**src/rtl/bfx_pkg.sv**
```systemverilog
// Shared types and constants for the bfX core control path.
package bfx_pkg;

  // Sequencer states
  typedef enum logic [3:0] {
    FETCH,
    EXEC,
    RD,
    WR,
    OUT_WAIT,
    IN_WAIT,
    SCAN_F,
    SCAN_C,
    HALT
  } state_e;

  // Instruction classes produced by the decoder
  typedef enum logic [2:0] {
    CLS_NOP,
    CLS_PTR,
    CLS_DATA,
    CLS_IO,
    CLS_BRANCH,
    CLS_STOP
  } op_class_e;

  // Opcode group field values (byte bits [3:1])
  localparam logic [2:0] GRP_PTR    = 3'b000;
  localparam logic [2:0] GRP_DATA   = 3'b001;
  localparam logic [2:0] GRP_IO     = 3'b010;
  localparam logic [2:0] GRP_BRANCH = 3'b100;

  localparam logic [7:0] STOP_BYTE = 8'hFF;

endpackage

```
**src/rtl/bfx_decode.sv**
```systemverilog
// Instruction byte classifier: maps an instruction byte to its class and
// direction bit (bit 0 selects >,+,out,[ versus <,-,in,]).
module bfx_decode
  import bfx_pkg::*;
(
  input  logic [7:0] ix,
  output op_class_e  cls,
  output logic       alt
);

  // Classify the byte; the stop byte takes priority over the group field
  always_comb begin
    cls = CLS_NOP;
    alt = ix[0];
    if (ix == STOP_BYTE) begin
      cls = CLS_STOP;
    end else begin
      case (ix[3:1])
        GRP_PTR:    cls = CLS_PTR;
        GRP_DATA:   cls = CLS_DATA;
        GRP_IO:     cls = CLS_IO;
        GRP_BRANCH: cls = CLS_BRANCH;
        default:    cls = CLS_NOP;
      endcase
    end
  end

endmodule

```
**src/rtl/bfx_control.sv**
```systemverilog
// bfx_control: multi-cycle fetch/execute sequencer for the bfX core.
// Optional feature: define BFX_RETIRE_CNT_EN to add the retire_cnt output.
// The data read strobe is raised in EXEC so the cell value is already on
// dmem_rdata in RD, letting RD register write data and output bytes directly.
module bfx_control
  import bfx_pkg::*;
#(
  parameter int PC_W    = 16,
  parameter int DP_W    = 15,
  parameter int DEPTH_W = 8
) (
  input  logic            clk,
  input  logic            rst,
  output logic [PC_W-1:0] imem_addr,
  input  logic [7:0]      imem_rdata,
  output logic [DP_W-1:0] dmem_addr,
  output logic            dmem_re,
  input  logic [7:0]      dmem_rdata,
  output logic            dmem_we,
  output logic [7:0]      dmem_wdata,
  output logic            out_valid,
  input  logic            out_ready,
  output logic [7:0]      out_data,
  input  logic            in_valid,
  output logic            in_ready,
  input  logic [7:0]      in_data,
  output logic            halted,
`ifdef BFX_RETIRE_CNT_EN
  output logic [31:0]     retire_cnt,
`endif
  output logic            error
);

  localparam logic [PC_W-1:0]    PC_MAX    = {PC_W{1'b1}};
  localparam logic [DEPTH_W-1:0] DEPTH_MAX = {DEPTH_W{1'b1}};

  state_e             state_q, state_d;
  logic [PC_W-1:0]    pc_q, pc_d;
  logic [DP_W-1:0]    dp_q, dp_d;
  logic [DEPTH_W-1:0] depth_q, depth_d;
  logic               scan_fwd_q, scan_fwd_d;
  op_class_e          op_cls_q, op_cls_d;
  logic               op_alt_q, op_alt_d;
  logic               dmem_we_q, dmem_we_d;
  logic [7:0]         dmem_wdata_q, dmem_wdata_d;
  logic               out_valid_q, out_valid_d;
  logic [7:0]         out_data_q, out_data_d;
  logic               in_ready_q, in_ready_d;
  logic               halted_q, halted_d;
  logic               error_q, error_d;
  logic [DEPTH_W-1:0] scan_depth;

  op_class_e dec_cls;
  logic      dec_alt;

  bfx_decode u_decode (
    .ix  (imem_rdata),
    .cls (dec_cls),
    .alt (dec_alt)
  );

  assign imem_addr  = pc_q;
  assign dmem_addr  = dp_q;
  assign dmem_we    = dmem_we_q;
  assign dmem_wdata = dmem_wdata_q;
  assign out_valid  = out_valid_q;
  assign out_data   = out_data_q;
  assign in_ready   = in_ready_q;
  assign halted     = halted_q;
  assign error      = error_q;

  // Read strobe for every instruction that needs the current cell
  always_comb begin
    dmem_re = 1'b0;
    if (state_q == EXEC) begin
      dmem_re = (dec_cls == CLS_DATA) || (dec_cls == CLS_BRANCH) ||
                ((dec_cls == CLS_IO) && !dec_alt);
    end
  end

  // Next-state, pointer and registered-output computation for the sequencer
  always_comb begin
    state_d      = state_q;
    pc_d         = pc_q;
    dp_d         = dp_q;
    depth_d      = depth_q;
    scan_fwd_d   = scan_fwd_q;
    op_cls_d     = op_cls_q;
    op_alt_d     = op_alt_q;
    dmem_we_d    = 1'b0;
    dmem_wdata_d = dmem_wdata_q;
    out_valid_d  = out_valid_q;
    out_data_d   = out_data_q;
    in_ready_d   = in_ready_q;
    halted_d     = halted_q;
    error_d      = error_q;
    scan_depth   = depth_q;

    case (state_q)
      FETCH: state_d = EXEC;

      EXEC: begin
        op_cls_d = dec_cls;
        op_alt_d = dec_alt;
        case (dec_cls)
          CLS_PTR: begin
            dp_d    = dec_alt ? dp_q - DP_W'(1) : dp_q + DP_W'(1);
            pc_d    = pc_q + PC_W'(1);
            state_d = FETCH;
          end
          CLS_DATA:   state_d = RD;
          CLS_BRANCH: state_d = RD;
          CLS_IO: begin
            if (dec_alt) begin
              in_ready_d = 1'b1;
              state_d    = IN_WAIT;
            end else begin
              state_d = RD;
            end
          end
          CLS_STOP: begin
            halted_d = 1'b1;
            state_d  = HALT;
          end
          default: begin
            pc_d    = pc_q + PC_W'(1);
            state_d = FETCH;
          end
        endcase
      end

      RD: begin
        case (op_cls_q)
          CLS_DATA: begin
            dmem_wdata_d = op_alt_q ? dmem_rdata - 8'd1 : dmem_rdata + 8'd1;
            dmem_we_d    = 1'b1;
            state_d      = WR;
          end
          CLS_IO: begin
            out_data_d  = dmem_rdata;
            out_valid_d = 1'b1;
            state_d     = OUT_WAIT;
          end
          CLS_BRANCH: begin
            if (!op_alt_q && (dmem_rdata == 8'd0)) begin
              if (pc_q == PC_MAX) begin
                halted_d = 1'b1;
                error_d  = 1'b1;
                state_d  = HALT;
              end else begin
                depth_d    = DEPTH_W'(1);
                scan_fwd_d = 1'b1;
                pc_d       = pc_q + PC_W'(1);
                state_d    = SCAN_F;
              end
            end else if (op_alt_q && (dmem_rdata != 8'd0)) begin
              if (pc_q == '0) begin
                halted_d = 1'b1;
                error_d  = 1'b1;
                state_d  = HALT;
              end else begin
                depth_d    = DEPTH_W'(1);
                scan_fwd_d = 1'b0;
                pc_d       = pc_q - PC_W'(1);
                state_d    = SCAN_F;
              end
            end else begin
              pc_d    = pc_q + PC_W'(1);
              state_d = FETCH;
            end
          end
          default: begin
            pc_d    = pc_q + PC_W'(1);
            state_d = FETCH;
          end
        endcase
      end

      WR: begin
        pc_d    = pc_q + PC_W'(1);
        state_d = FETCH;
      end

      OUT_WAIT: begin
        if (out_ready) begin
          out_valid_d = 1'b0;
          pc_d        = pc_q + PC_W'(1);
          state_d     = FETCH;
        end
      end

      IN_WAIT: begin
        if (in_valid) begin
          in_ready_d   = 1'b0;
          dmem_we_d    = 1'b1;
          dmem_wdata_d = in_data;
          pc_d         = pc_q + PC_W'(1);
          state_d      = FETCH;
        end
      end

      SCAN_F: state_d = SCAN_C;

      SCAN_C: begin
        if ((dec_cls == CLS_BRANCH) && (dec_alt != scan_fwd_q)) begin
          scan_depth = depth_q + DEPTH_W'(1);
        end else if ((dec_cls == CLS_BRANCH) && (dec_alt == scan_fwd_q)) begin
          scan_depth = depth_q - DEPTH_W'(1);
        end
        if ((dec_cls == CLS_BRANCH) && (dec_alt != scan_fwd_q) &&
            (depth_q == DEPTH_MAX)) begin
          halted_d = 1'b1;
          error_d  = 1'b1;
          state_d  = HALT;
        end else if (scan_depth == '0) begin
          depth_d = '0;
          pc_d    = pc_q + PC_W'(1);
          state_d = FETCH;
        end else if ((scan_fwd_q && (pc_q == PC_MAX)) ||
                     (!scan_fwd_q && (pc_q == '0))) begin
          depth_d  = scan_depth;
          halted_d = 1'b1;
          error_d  = 1'b1;
          state_d  = HALT;
        end else begin
          depth_d = scan_depth;
          pc_d    = scan_fwd_q ? pc_q + PC_W'(1) : pc_q - PC_W'(1);
          state_d = SCAN_F;
        end
      end

      HALT: state_d = HALT;

      default: state_d = FETCH;
    endcase
  end

  // Sequencer state, pointers and registered outputs
  always_ff @(posedge clk or posedge rst) begin
    if (rst) begin
      state_q      <= FETCH;
      pc_q         <= '0;
      dp_q         <= '0;
      depth_q      <= '0;
      scan_fwd_q   <= 1'b0;
      op_cls_q     <= CLS_NOP;
      op_alt_q     <= 1'b0;
      dmem_we_q    <= 1'b0;
      dmem_wdata_q <= '0;
      out_valid_q  <= 1'b0;
      out_data_q   <= '0;
      in_ready_q   <= 1'b0;
      halted_q     <= 1'b0;
      error_q      <= 1'b0;
    end else begin
      state_q      <= state_d;
      pc_q         <= pc_d;
      dp_q         <= dp_d;
      depth_q      <= depth_d;
      scan_fwd_q   <= scan_fwd_d;
      op_cls_q     <= op_cls_d;
      op_alt_q     <= op_alt_d;
      dmem_we_q    <= dmem_we_d;
      dmem_wdata_q <= dmem_wdata_d;
      out_valid_q  <= out_valid_d;
      out_data_q   <= out_data_d;
      in_ready_q   <= in_ready_d;
      halted_q     <= halted_d;
      error_q      <= error_d;
    end
  end

`ifdef BFX_RETIRE_CNT_EN
  logic [31:0] retire_cnt_q, retire_cnt_d;
  logic        retire_evt;

  // A non-NOP instruction retires when control returns to FETCH; stop retires entering HALT
  always_comb begin
    retire_evt = 1'b0;
    if ((state_q != FETCH) && (state_d == FETCH) &&
        !((state_q == EXEC) && (dec_cls == CLS_NOP))) begin
      retire_evt = 1'b1;
    end
    if ((state_q == EXEC) && (dec_cls == CLS_STOP)) begin
      retire_evt = 1'b1;
    end
    retire_cnt_d = retire_evt ? retire_cnt_q + 32'd1 : retire_cnt_q;
  end

  // Retired-instruction counter, wraps naturally at 2^32
  always_ff @(posedge clk or posedge rst) begin
    if (rst) begin
      retire_cnt_q <= '0;
    end else begin
      retire_cnt_q <= retire_cnt_d;
    end
  end

  assign retire_cnt = retire_cnt_q;
`endif

endmodule

```
**config.mk**
```make
export PLATFORM = sky130hd
export DESIGN_NAME = bfx_control
export DESIGN_NICKNAME = d
export VERILOG_FILES = /design/src/rtl/bfx_pkg.sv /design/src/rtl/bfx_decode.sv /design/src/rtl/bfx_control.sv
export SDC_FILE = /design/constraint.sdc
export NUM_CORES = 1
export LEC_CHECK = 0
export ABC_CLOCK_PERIOD_IN_PS = 6700
export CORE_ASPECT_RATIO = 1.25
export CORE_UTILIZATION = 40
export DETAILED_ROUTE_END_ITERATION = 6
export PLACE_DENSITY = 0.61
export SLEW_MARGIN = 5
export SYNTH_ARGS = -nofsm -noshare
export SYNTH_HDL_FRONTEND = slang
export SYNTH_SLANG_ARGS = --single-unit
```
**constraint.sdc**
```tcl
create_clock -name clk -period 6.7 [get_ports clk]
set_input_delay 1.005 -clock clk [delete_from_list [all_inputs] [get_ports clk]]
set_output_delay 1.005 -clock clk [all_outputs]
set_load 0.005 [all_outputs]
```
==> metrics.md <==
| Metric | Value |
|---|---|
| Run status | finished clean |
| Proportion of synthesized chip area in sequential cells | about 35% |
| Worst-margin pin slew | 1.02 ns |
| Clk_lat worst skew | 0.33 ns |
| TNS Setup | 0 ns |
| Worst relative slew slack | 31.8% |
| Overall global routing resource usage | 20.5% |
| Power per cell area | 386 nW/um^2 |
| Post-CTS Hold Buffers | 0 |
| Via density per instance | between 5 and 6 |
| Clock edge transition at the registers on the reported setup and hold paths | 0.06 ns |
| Async SR Flop Fraction | between 90% and 100% |
| # DRC | 0 |
| Routed WL | 12600 um |
| Final Net Count | 693 |
| Max-slew violation total from the final report | 0 |
| Number of placement rows | 45 |
| Post-synthesis net count | about 630 |
| CTS buffer count | 9 |
| First-iteration detailed-routing DRC count | 210 |
| Detailed placement HPWL | 9300 um |
| Hold violation total from the final report | 0 |
| Global route overflow | 0 |
| Count of clock tree sinks | 69 |
| Maximum ir drop on the vdd rail | 208 uV |
| Data arrival time of the worst path | about 4.8 ns |
| Smallest hold slack | 0.469 ns |
| Post-synth EDFFs | 0 |
| WS Path Type | primary input to flop |
| Root Buffer | sky130_fd_sc_hd__clkbuf_16 |
| Count of different cell masters after synthesis | 74 |
| Share of final-layout standard cells stronger than drive strength 1 | 7.01% |
| Cell area after synthesis | 5000 um^2 |
| Antenna violations before repair | 0 |
| Pre-antenna DRT Iters | 4 |
| Setup repair after global routing missed its margin | false |
| Number of warnings reported in the yosys synthesis log | 0 |
| Core outline area | 12200 um^2 |
| Most frequent cells in the layout | sky130_fd_sc_hd__clkdlybuf4s50_1, sky130_fd_sc_hd__dfrtp_1, sky130_fd_sc_hd__nor2_1, sky130_fd_sc_hd__nand2_1, sky130_fd_sc_hd__o21ai_0 |
| Post-route minimum period | 4.50 ns |
| Number of input and output port buffers inserted | 80 |
| Synthesized netlist cell count | ~570 |
| Critical Path Sink Type | flop |
| Setup Skew | 0.00726 ns |
| Total vias in the final route | between 4000 and 5000 |
| Number of ports placed on the die boundary | about 80 |
| Number of setup violations in the final report | 0 |
| Diodes inserted | 0 |
| Most frequent standard cell in the layout excluding fill and tap cells | sky130_fd_sc_hd__clkdlybuf4s50_1 |
| Top achievable clock speed | 222 MHz |
| Weighted congestion reported at the end of routability-driven placement | around 0.84 |
| Post-DR wirelength/cell | 15.7 um |
| Post-cts gate resize count | 0 |
| Critical path peak fanout | 20 |
| DRT antenna net count | 0 |
| Die area | 12900 um^2 |
| Die width | 102 um |
| Number of max-capacitance violations reported | 0 |
| Buffer levels on the longest clock path | 2 |
| Average size of a mapped cell | 8.78 um^2 |
| Via count of the first global-routing pass | 4350 |
| Synthesized flop and latch total | 69 |
| Crit share post-route | 67.2% |
| H-tree level count | 3 |
| Global-route wire length before repair | 20800 um |
| Area growth from synthesis to layout | 24.2% |
| Reported leakage power | 0.00264 uW |
| Vertical extent of the die | 127 um |
| Clock tree from TritonCTS | yes |
| Starting density of the core | 41.1% |
| Critical Path Source Type | primary input |
| Class of the most critical hold timing path | flop to flop |
| Worst endpoint required time | 6.96 ns |
| Pin count of the biggest net entering global routing | 70 |
| Number of post-CTS setup repair buffers | 0 |
| Most instantiated flip-flop cell in the synthesis netlist | sky130_fd_sc_hd__dfrtp_1 |
==> kinds of logic after synthesis <==
group,count (synthesis),share of synthesized area [%]
simple gates,218,24.1
fa+ha+maj,28,7.31
flops,69,34.6
xor+xnor,42,7.66
buf+inv,52,4.48
mux,10,2.18
compound gates,150,19.7
==> worst max-delay path: stages <==
cell,delay [ns]
sky130_fd_sc_hd__clkdlybuf4s50_1,0.95
sky130_fd_sc_hd__xor2_2,0.60
sky130_fd_sc_hd__mux2i_1,0.36
sky130_fd_sc_hd__xor2_1,0.15
sky130_fd_sc_hd__o31a_1,0.38
sky130_fd_sc_hd__nor4_4,0.72
sky130_fd_sc_hd__o21ai_0,0.25
sky130_fd_sc_hd__a21oi_2,0.17
sky130_fd_sc_hd__xor2_1,0.15
==> cell usage after synthesis, types with 13 or more instances <==
cell | number | area (um^2)
sky130_fd_sc_hd__dfrtp_1 | 69 | 1730
sky130_fd_sc_hd__nor2_1 | 48 | 180
sky130_fd_sc_hd__nand2_1 | 44 | 165
sky130_fd_sc_hd__o21ai_0 | 40 | 200
sky130_fd_sc_hd__a21oi_1 | 37 | 185
sky130_fd_sc_hd__inv_1 | 27 | 101
sky130_fd_sc_hd__ha_1 | 26 | 325
sky130_fd_sc_hd__xnor2_1 | 22 | 193
sky130_fd_sc_hd__clkbuf_1 | 19 | 71.3
sky130_fd_sc_hd__nand3_1 | 19 | 95.1
sky130_fd_sc_hd__xor2_1 | 18 | 158
sky130_fd_sc_hd__nor3_1 | 17 | 85.1
sky130_fd_sc_hd__nand4_1 | 16 | 100
sky130_fd_sc_hd__a21o_1 | 13 | 97.6
==> sequential cells by signal (all words and copies together) (netlist names) <==
signal      cells
state_q         4
in_ready        1
out_data        8
op_cls_q        3
depth_q         8
out_valid       1
imem_addr      16
error           1
op_alt_q        1
scan_fwd_q      1
halted          1
dmem_wdata      8
dmem_we         1
dmem_addr      15
==> worst paths after layout <==
| kind | start | endpoint | slack [ns] | depth (start not counted) |
|---|---|---|---|---|
| worst max-delay path | imem_rdata[0] | imem_addr[5] | 2.20 | 9 |
| worst min-delay path | dmem_addr[14] | dmem_addr[14] | 0.47 | 1 |
| worst max register to register | imem_addr[0] | imem_addr[9] | 2.93 | 10 |
| worst min register to register | dmem_addr[14] | dmem_addr[14] | 0.47 | 1 |
| max in group asynchronous | rst | depth_q[0] | 4.86 | 3 |
| min in group asynchronous | rst | imem_addr[9] | 1.27 | 3 |
==> per-layer routing <==
layer  track usage [%]  vias up  wire [um]
met5                 0        -          0
met4              7.48        0        208
met3              3.25       13        417
met2              34.7      102       6450
met1              25.9     2178       5540
li1                  -     2220          -
==> per-stage QoR <==
step / setup WS, ns / area (um^2) / util [%] / power, uW / instances
finish: 2.20 / 6210 / 51.0 / 2400 / 806
global route: 1.85 / 6210 / 51.0 / 2590 / 806
CTS: 2.20 / 6210 / 51.0 / 2420 / 806
detailed placement: 1.86 / 5890 / 48.5 / 1900 / 790
global placement: 1.94 / 5890 / 48.5 / 1880 / 790
floorplan: 3.24 / 5000 / - / 1470 / 569
==> area by class of cell <==
type	count	area [um^2]
clock buffer	13	270
fill	1177	5950
clock inverter	3	42.5
timing repair buffer	82	816
inverter	27	101
tap	164	205
multi-input combinational	448	3050
sequential	69	1730
==> where the power goes <==
part | switching (uW) | internal, uW
clock network | 180 | 318
logic | 581 | 595
registers | 160 | 561
total | 921 | 1470
No activity file was read; power rests on OpenSTA's default activity.
